==> src/rtl/gcd_accel.sv <==
// rtl/gcd_accel.sv - memory-mapped GCD accelerator with job FIFO and multi-cycle engine
// Define GCD_ACCEL_BINARY_EN for the Stein binary engine; default is repeated subtraction.
module gcd_accel #(
    parameter int          WIDTH      = 32,
    parameter int          FIFO_DEPTH = 4,
    parameter logic [15:0] BASE_ADDR  = 16'h00F8
) (
    input  logic        clk,
    input  logic        n_reset,
    input  logic [15:0] saddress,
    input  logic        srd,
    input  logic        swr,
    input  logic [31:0] sdata_in,
    output logic [31:0] sdata_out,
    output logic [31:0] gpio_out,
    output logic        irq
);
    localparam int PW = (FIFO_DEPTH > 1) ? $clog2(FIFO_DEPTH) : 1;
    localparam int CW = PW + 1;
    localparam logic [15:0] ADDR_A1   = BASE_ADDR;
    localparam logic [15:0] ADDR_A2   = BASE_ADDR + 16'h0004;
    localparam logic [15:0] ADDR_W    = BASE_ADDR + 16'h0008;
    localparam logic [15:0] ADDR_S    = BASE_ADDR + 16'h000C;
    localparam logic [15:0] ADDR_JOBS = BASE_ADDR + 16'h0010;
    localparam logic [15:0] ADDR_ID   = BASE_ADDR + 16'h0014;

    typedef enum logic [1:0] {S_IDLE, S_RUN, S_HOLD} state_t;

    state_t               state_q, state_d;
    logic [WIDTH-1:0]     a_q, a_d, b_q, b_d;
    logic [WIDTH-1:0]     a1_q, a1_d, a2_q, a2_d, w_q, w_d;
    logic [31:0]          jobs_q, jobs_d, rdata_q, rdata_d;
    logic                 ovf_q, ovf_d, done_q, done_d;
    logic [2*WIDTH-1:0]   mem_q [FIFO_DEPTH];
    logic [2*WIDTH-1:0]   mem_d [FIFO_DEPTH];
    logic [PW-1:0]        wr_ptr_q, wr_ptr_d, rd_ptr_q, rd_ptr_d;
    logic [CW-1:0]        count_q, count_d;
`ifdef GCD_ACCEL_BINARY_EN
    localparam int KW = $clog2(WIDTH) + 1;
    logic [KW-1:0]        k_q, k_d;
`endif

    logic wr_a1, wr_a2, wr_s, rd_w, fifo_full, fifo_empty, soft_clr, pop, accept, complete;
    logic [WIDTH-1:0] result;
    logic [31:0] status, rmux;

    always_comb begin
        wr_a1      = swr && (saddress == ADDR_A1);
        wr_a2      = swr && (saddress == ADDR_A2);
        wr_s       = swr && (saddress == ADDR_S);
        rd_w       = srd && (saddress == ADDR_W);
        fifo_full  = (count_q == CW'(FIFO_DEPTH));
        fifo_empty = (count_q == '0);
        soft_clr   = wr_s && sdata_in[31];
        pop        = (state_q == S_IDLE) && !fifo_empty && !soft_clr;
        accept     = wr_a2 && !fifo_full;
`ifdef GCD_ACCEL_BINARY_EN
        result     = (a_q | b_q) << k_q;
`else
        result     = a_q | b_q;
`endif
        status = {19'd0, 5'(count_q), 3'd0, ovf_q, done_q, fifo_empty, fifo_full,
                  state_q != S_IDLE};
        case (saddress)
            ADDR_A1:   rmux = 32'(a1_q);
            ADDR_A2:   rmux = 32'(a2_q);
            ADDR_W:    rmux = 32'(w_q);
            ADDR_S:    rmux = status;
            ADDR_JOBS: rmux = jobs_q;
            ADDR_ID:   rmux = 32'h12345678;
            default:   rmux = 32'd0;
        endcase
        rdata_d = srd ? rmux : rdata_q;
    end

    always_comb begin
        state_d  = state_q;
        a_d      = a_q;
        b_d      = b_q;
        a1_d     = a1_q;
        a2_d     = a2_q;
        w_d      = w_q;
        jobs_d   = jobs_q;
        ovf_d    = ovf_q;
        done_d   = done_q;
        mem_d    = mem_q;
        wr_ptr_d = wr_ptr_q;
        rd_ptr_d = rd_ptr_q;
        complete = 1'b0;
`ifdef GCD_ACCEL_BINARY_EN
        k_d      = k_q;
`endif
        if (wr_a1) a1_d = sdata_in[WIDTH-1:0];
        if (wr_a2) a2_d = sdata_in[WIDTH-1:0];
        if (accept) begin
            mem_d[wr_ptr_q] = {a1_q, sdata_in[WIDTH-1:0]};
            wr_ptr_d        = wr_ptr_q + 1'b1;
            jobs_d          = jobs_q + 32'd1;
        end
        if (wr_a2 && fifo_full) ovf_d = 1'b1;
        if (wr_s && sdata_in[4]) ovf_d = 1'b0;
        if (rd_w) done_d = 1'b0;
        count_d = count_q + CW'(accept) - CW'(pop);

        case (state_q)
            S_IDLE: if (pop) begin
                {a_d, b_d} = mem_q[rd_ptr_q];
                rd_ptr_d   = rd_ptr_q + 1'b1;
                state_d    = S_RUN;
`ifdef GCD_ACCEL_BINARY_EN
                k_d        = '0;
`endif
            end
            S_RUN: begin
                if (a_q == '0 || b_q == '0 || a_q == b_q) begin
                    if (!done_q) begin
                        w_d      = result;
                        complete = 1'b1;
                        state_d  = S_IDLE;
                    end else begin
                        // park the finished result in a until the host drains W
                        a_d     = result;
                        state_d = S_HOLD;
                    end
`ifdef GCD_ACCEL_BINARY_EN
                end else if (!a_q[0] && !b_q[0]) begin
                    a_d = a_q >> 1;
                    b_d = b_q >> 1;
                    k_d = k_q + 1'b1;
                end else if (!a_q[0]) begin
                    a_d = a_q >> 1;
                end else if (!b_q[0]) begin
                    b_d = b_q >> 1;
                end else if (a_q > b_q) begin
                    a_d = (a_q - b_q) >> 1;
                end else begin
                    b_d = (b_q - a_q) >> 1;
                end
`else
                end else if (a_q > b_q) begin
                    a_d = a_q - b_q;
                end else begin
                    b_d = b_q - a_q;
                end
`endif
            end
            S_HOLD: if (!done_q) begin
                w_d      = a_q;
                complete = 1'b1;
                state_d  = S_IDLE;
            end
            default: state_d = S_IDLE;
        endcase
        if (complete) done_d = 1'b1;

        if (soft_clr) begin
            count_d  = '0;
            wr_ptr_d = '0;
            rd_ptr_d = '0;
            state_d  = S_IDLE;
            done_d   = 1'b0;
            w_d      = w_q;
        end
    end

    always_ff @(posedge clk or negedge n_reset) begin
        if (!n_reset) begin
            state_q  <= S_IDLE;
            a_q      <= '0;
            b_q      <= '0;
            a1_q     <= '0;
            a2_q     <= '0;
            w_q      <= '0;
            jobs_q   <= '0;
            rdata_q  <= '0;
            ovf_q    <= 1'b0;
            done_q   <= 1'b0;
            wr_ptr_q <= '0;
            rd_ptr_q <= '0;
            count_q  <= '0;
            for (int i = 0; i < FIFO_DEPTH; i++) mem_q[i] <= '0;
`ifdef GCD_ACCEL_BINARY_EN
            k_q      <= '0;
`endif
        end else begin
            state_q  <= state_d;
            a_q      <= a_d;
            b_q      <= b_d;
            a1_q     <= a1_d;
            a2_q     <= a2_d;
            w_q      <= w_d;
            jobs_q   <= jobs_d;
            rdata_q  <= rdata_d;
            ovf_q    <= ovf_d;
            done_q   <= done_d;
            wr_ptr_q <= wr_ptr_d;
            rd_ptr_q <= rd_ptr_d;
            count_q  <= count_d;
            mem_q    <= mem_d;
`ifdef GCD_ACCEL_BINARY_EN
            k_q      <= k_d;
`endif
        end
    end

    assign sdata_out = rdata_q;
    assign gpio_out  = jobs_q;
    assign irq       = done_q;
endmodule

==> config.mk <==
export PLATFORM = sky130hd
export DESIGN_NAME = gcd_accel
export DESIGN_NICKNAME = d
export VERILOG_FILES = /design/src/rtl/gcd_accel.sv
export SDC_FILE = /design/constraint.sdc
export NUM_CORES = 1
export LEC_CHECK = 0
export CORE_UTILIZATION = 57
export CTS_BUF_LIST = sky130_fd_sc_hd__clkbuf_4
export DETAILED_ROUTE_END_ITERATION = 16
export PLACE_DENSITY = 0.79
export SETUP_SLACK_MARGIN = 0.3
export SLEW_MARGIN = 30
export SYNTH_ARGS = -nofsm -noshare
export SYNTH_HDL_FRONTEND = slang
export SYNTH_SLANG_ARGS = --single-unit
==> constraint.sdc <==
create_clock -name clk -period 3.4 [get_ports clk]
set_clock_uncertainty 0.1 [all_clocks]
set_input_delay 1.02 -clock clk [delete_from_list [all_inputs] [get_ports clk]]
set_output_delay 1.02 -clock clk [all_outputs]
set_load 0.05 [all_outputs]
==> summary.md, run 1 <==
| Metric | Value |
|---|---|
| Ys flop type | dfrtp_1 |
| Setup ws final | -97.46 ps |
| Dpl cell area | 30090 µm² |
| Most frequent cells after synthesis | 491 x dfrtp_1, 336 x mux2_2, 170 x nor2_1, 140 x nand2_1, 139 x inv_1 |
| Port Buf Inserts | 116 |
| Fmax achieved | 0.2859 GHz |
| Max Transition Viols Final | 0 |
| Synth area leader | dfrtp_1 |
| Clock Tree Root | clkbuf_4 |
| Fraction of registers with async set/reset | 100.0% |
| Routed vias | 21828 |
| Top-area cell type share of the netlist area | 46.76% |
| Clock tree buffer depth | 3 |
| Final core occ | 72.67% |
| Total power | 29170 µW |
| Cell Area, Synth | 26280 µm² |
| # DRC | 0 |
| Fillers | 2857 |
| Synthesized instance count | 2360 |
| Pre-antenna DRT Iters | 7 |
| Initial core utilization | 57.91% |
| Number of global-route vias before repair | 21910 |
| Endpoints failing setup | 39 |
| Final #Nets | 2924 |
| Sequential share of power | 23.4% |
| Peak supply drop | 0.5767 mV |
| Register area | 12300 µm² |
| First-pass GRT wire length | 126200 µm |
| Clk network pwr share | 16.7% |
| Synth Area in Simple Gates | 8.523% |
| Largest family of logic cells by synthesized area | multiplexers |
| First DRT Iteration DRCs | 2356 |
| Clk Latency, worst-skew pair | 880 ps |
| Fin. Hold Viols | 0 |
| Pre-CTS setup slack | -472.5 ps |
| Status | finished, violations left |
| Tot GR Track Use | 35.12% |
| Num ports | 117 |
| Dpl hpwl | 56940 µm |
| Tcrit/Tclk final | 102.9% |
| Avg Cell Area, Syn | 11.14 µm² |
| Worst hold path type | in -> async |
| WL/cell | 24.37 µm |
| Total global routing overflow | 0 |
| Reg2Reg Depth | 17 |
| Adder-cell share of the synthesized area | 5.228% |
| Syn_nets | 2520 |
| Share of cells above drive strength 1 | 37.24% |
| Synth top area cells | dfrtp_1 47%, mux2_2 14%, mux4_2 5.5%, ha_1 5.0%, a21oi_1 2.5% |
| Critical path arrival | 4140 ps |
| Maximum level of the CTS H-tree | 3 |
| Core ar. | 45380 µm² |
| Comb power frac | 59.9% |
| Area grow syn2layout | 25.49% |
| Synth Area in XOR/XNOR | 2.733% |
| Switch Pwr | 12530 µW |
| Post-synthesis cell type count | 76 |
| Antenna viol nets, final | 0 |
| Largest net degree at the start of global routing | 69 |
| P_int | 16640 µW |
| Most common cell in the netlist | dfrtp_1 |
| Power Density | 884.4 nW/µm² |
| Row count | 78 |
| Synth warn | 0 |
| Cts bufs inserted | 115 |
| Hold_buf cts | 0 |
| Tightest Pin Transition | 798.1 ps |
| CTS tree | yes |
| Yosys reg bits | 491 |
| Post-DR vias/cell | 6.327 |
| Switching share of power | 42.96% |
| Full die area | 46970 µm² |
| Antenna violations before repair | 2 |
| Synth Area in Compound Gates | 12.18% |
| Placer Congestion | 0.9798 |
| Pleak | 0.01597 µW |
| Clock Sinks | 491 |
| RSZ-0062 raised after global routing | yes |
| Failing checks | negative setup slack |
| Die Wd | 216.7 µm |
| Crit-path max FO | 6 |
| Post-synthesis sequential area ratio | 46.76% |
| EDFF count, synth | 0 |
| Mux cell area share after synthesis | 20.51% |
| Die Height | 216.7 µm |
| Drt total wl | 84070 µm |
| CP Launch Type | register |
| Critical Path RT | 4050 ps |
| Type of the worst setup path | reg -> reg |
| Clock-pin slew on the worst setup and hold paths | 80 ps |
| Final Cell Area | 32980 µm² |
| Slew margin rel. | 46.80% |
| Tmin final | 3497 ps |
| Multi-input logic area | 13860 µm² |
| Max Cap Viol | 0 |
| Critical Path End Type | register |
==> path summary, 6_finish.rpt <==
| check | endpoint | start | slack (ps) |
|---|---|---|---|
| worst max-delay path | b_q[9]$_DFFE_PN0P_ | b_q[0]$_DFFE_PN0P_ | -100 |
| worst min-delay path | mem_q[190]$_DFFE_PN0P_ | n_reset | 20 |
| worst max register to register | b_q[9]$_DFFE_PN0P_ | b_q[0]$_DFFE_PN0P_ | -100 |
| worst min register to register | mem_q[101]$_DFFE_PN0P_ | mem_q[101]$_DFFE_PN0P_ | 400 |
| max in group asynchronous | a_q[18]$_DFFE_PN0P_ | n_reset | 2310 |
| min in group clk | mem_q[101]$_DFFE_PN0P_ | mem_q[101]$_DFFE_PN0P_ | 400 |
==> routing by layer <==
metal / vias to the layer above / wire length, µm / track usage (%)
met5: - / 13 / 0
met4: 2 / 3220 / 13.40
met3: 197 / 6972 / 6.161
met2: 1248 / 39520 / 55.32
met1: 11002 / 34340 / 48.78
li1: 9379 / - / -
==> power groups by stage <==
| stage | clock [µW] | combinational (µW) | sequential (µW) |
|---|---|---|---|
| finish | 4860 | 17500 | 6830 |
| detailed placement | 0 | 13400 | 6890 |
| global route | 5160 | 18500 | 6870 |
| CTS | 4880 | 15400 | 6790 |
| global placement | 0 | 13300 | 6880 |
| floorplan | 0 | 8220 | 6730 |
==> cell type report <==
class | instances | area share [%]
diodes | 1 | 0.007588
clock buffers | 172 | 3.916
clock inverters | 30 | 0.5388
inverters | 142 | 1.616
multi-input cells | 1590 | 42.02
flip-flops and latches | 491 | 37.29
well taps | 600 | 2.277
repair buffers | 424 | 12.33
==> worst max-delay path: stages, from the launching register on <==
cell	delay [ps]
dfrtp_1	420
ha_4	200
fa_2	400
nor3_4	240
o31ai_4	90
a21oi_2	260
a221oi_2	90
buf_4	180
o2111ai_4	240
a221oi_4	120
buf_6	160
buf_4	140
a21oi_4	140
buf_12	130
buf_12	140
clkbuf_16	170
nand2_2	60
o21ai_1	100
==> registers in the layout (all words and copies together), names as in the netlist <==
register   flops
irq            1
count_q        3
state_q        2
sdata_out     32
rd_ptr_q       2
ovf_q          1
w_q           32
b_q           32
a2_q          32
a1_q          32
mem_q        256
wr_ptr_q       2
gpio_out      32
a_q           32
==> cells by family (layout without fill, tap and decap cells) <==
| logic type | after synthesis | after routing |
|---|---|---|
| adder cells (fa/ha/maj) | 108 | 108 |
| AND/OR/NAND/NOR | 485 | 485 |
| XOR/XNOR | 82 | 82 |
| buffers and inverters | 279 | 768 |
| other | 0 | 1 |
| multiplexers | 416 | 416 |
| flip-flops | 491 | 491 |
| AO/OA/AOI/OAI | 499 | 499 |
==> cell usage in the layout (no fill, tap or decap), drive strengths merged, types with 64 or more instances in the layout <==
cell / count
ha: 105
mux2: 337
mux4: 64
nand2: 140
clkbuf: 177
dlygate4sd2: 64
xnor2: 69
o21ai: 122
dfrtp: 491
buf: 305
nor2: 171
inv: 144
a21oi: 129
==> per-stage QoR <==
stage | setup TNS (ps) | std cells | hold slack (ps)
after floorplan | -26.16 | 2360 | 346.0
final | -1593 | 3450 | 18.74
after detailed placement | -42490 | 3202 | 387.9
after global routing | -4821 | 3450 | 43.77
after CTS | 0 | 3427 | 15.81
after global placement | -29730 | 3202 | 380.3
==> timing repair <==
item                       4_1_cts  5_1_grt
resized for setup              165      143
setup buffers                   17       16
gates cloned                     6        6
setup endpoints to repair      162      101
pin swaps                       23       28
Note: power is estimated with default switching activity, not from simulation.
==> inputs of run 2 (changes only) <==
CAP_MARGIN = 20   (was not set)
SLEW_MARGIN = not set   (was 30)
==> results of run 2 <==
Same layout as run 1: the final DEF is identical, and so are final timing and power.
==> inputs of run 3 (changes only) <==
CAP_MARGIN = 25   (was 20)
==> results of run 3 <==
Same layout as run 1: the final DEF is identical, and so are final timing and power.
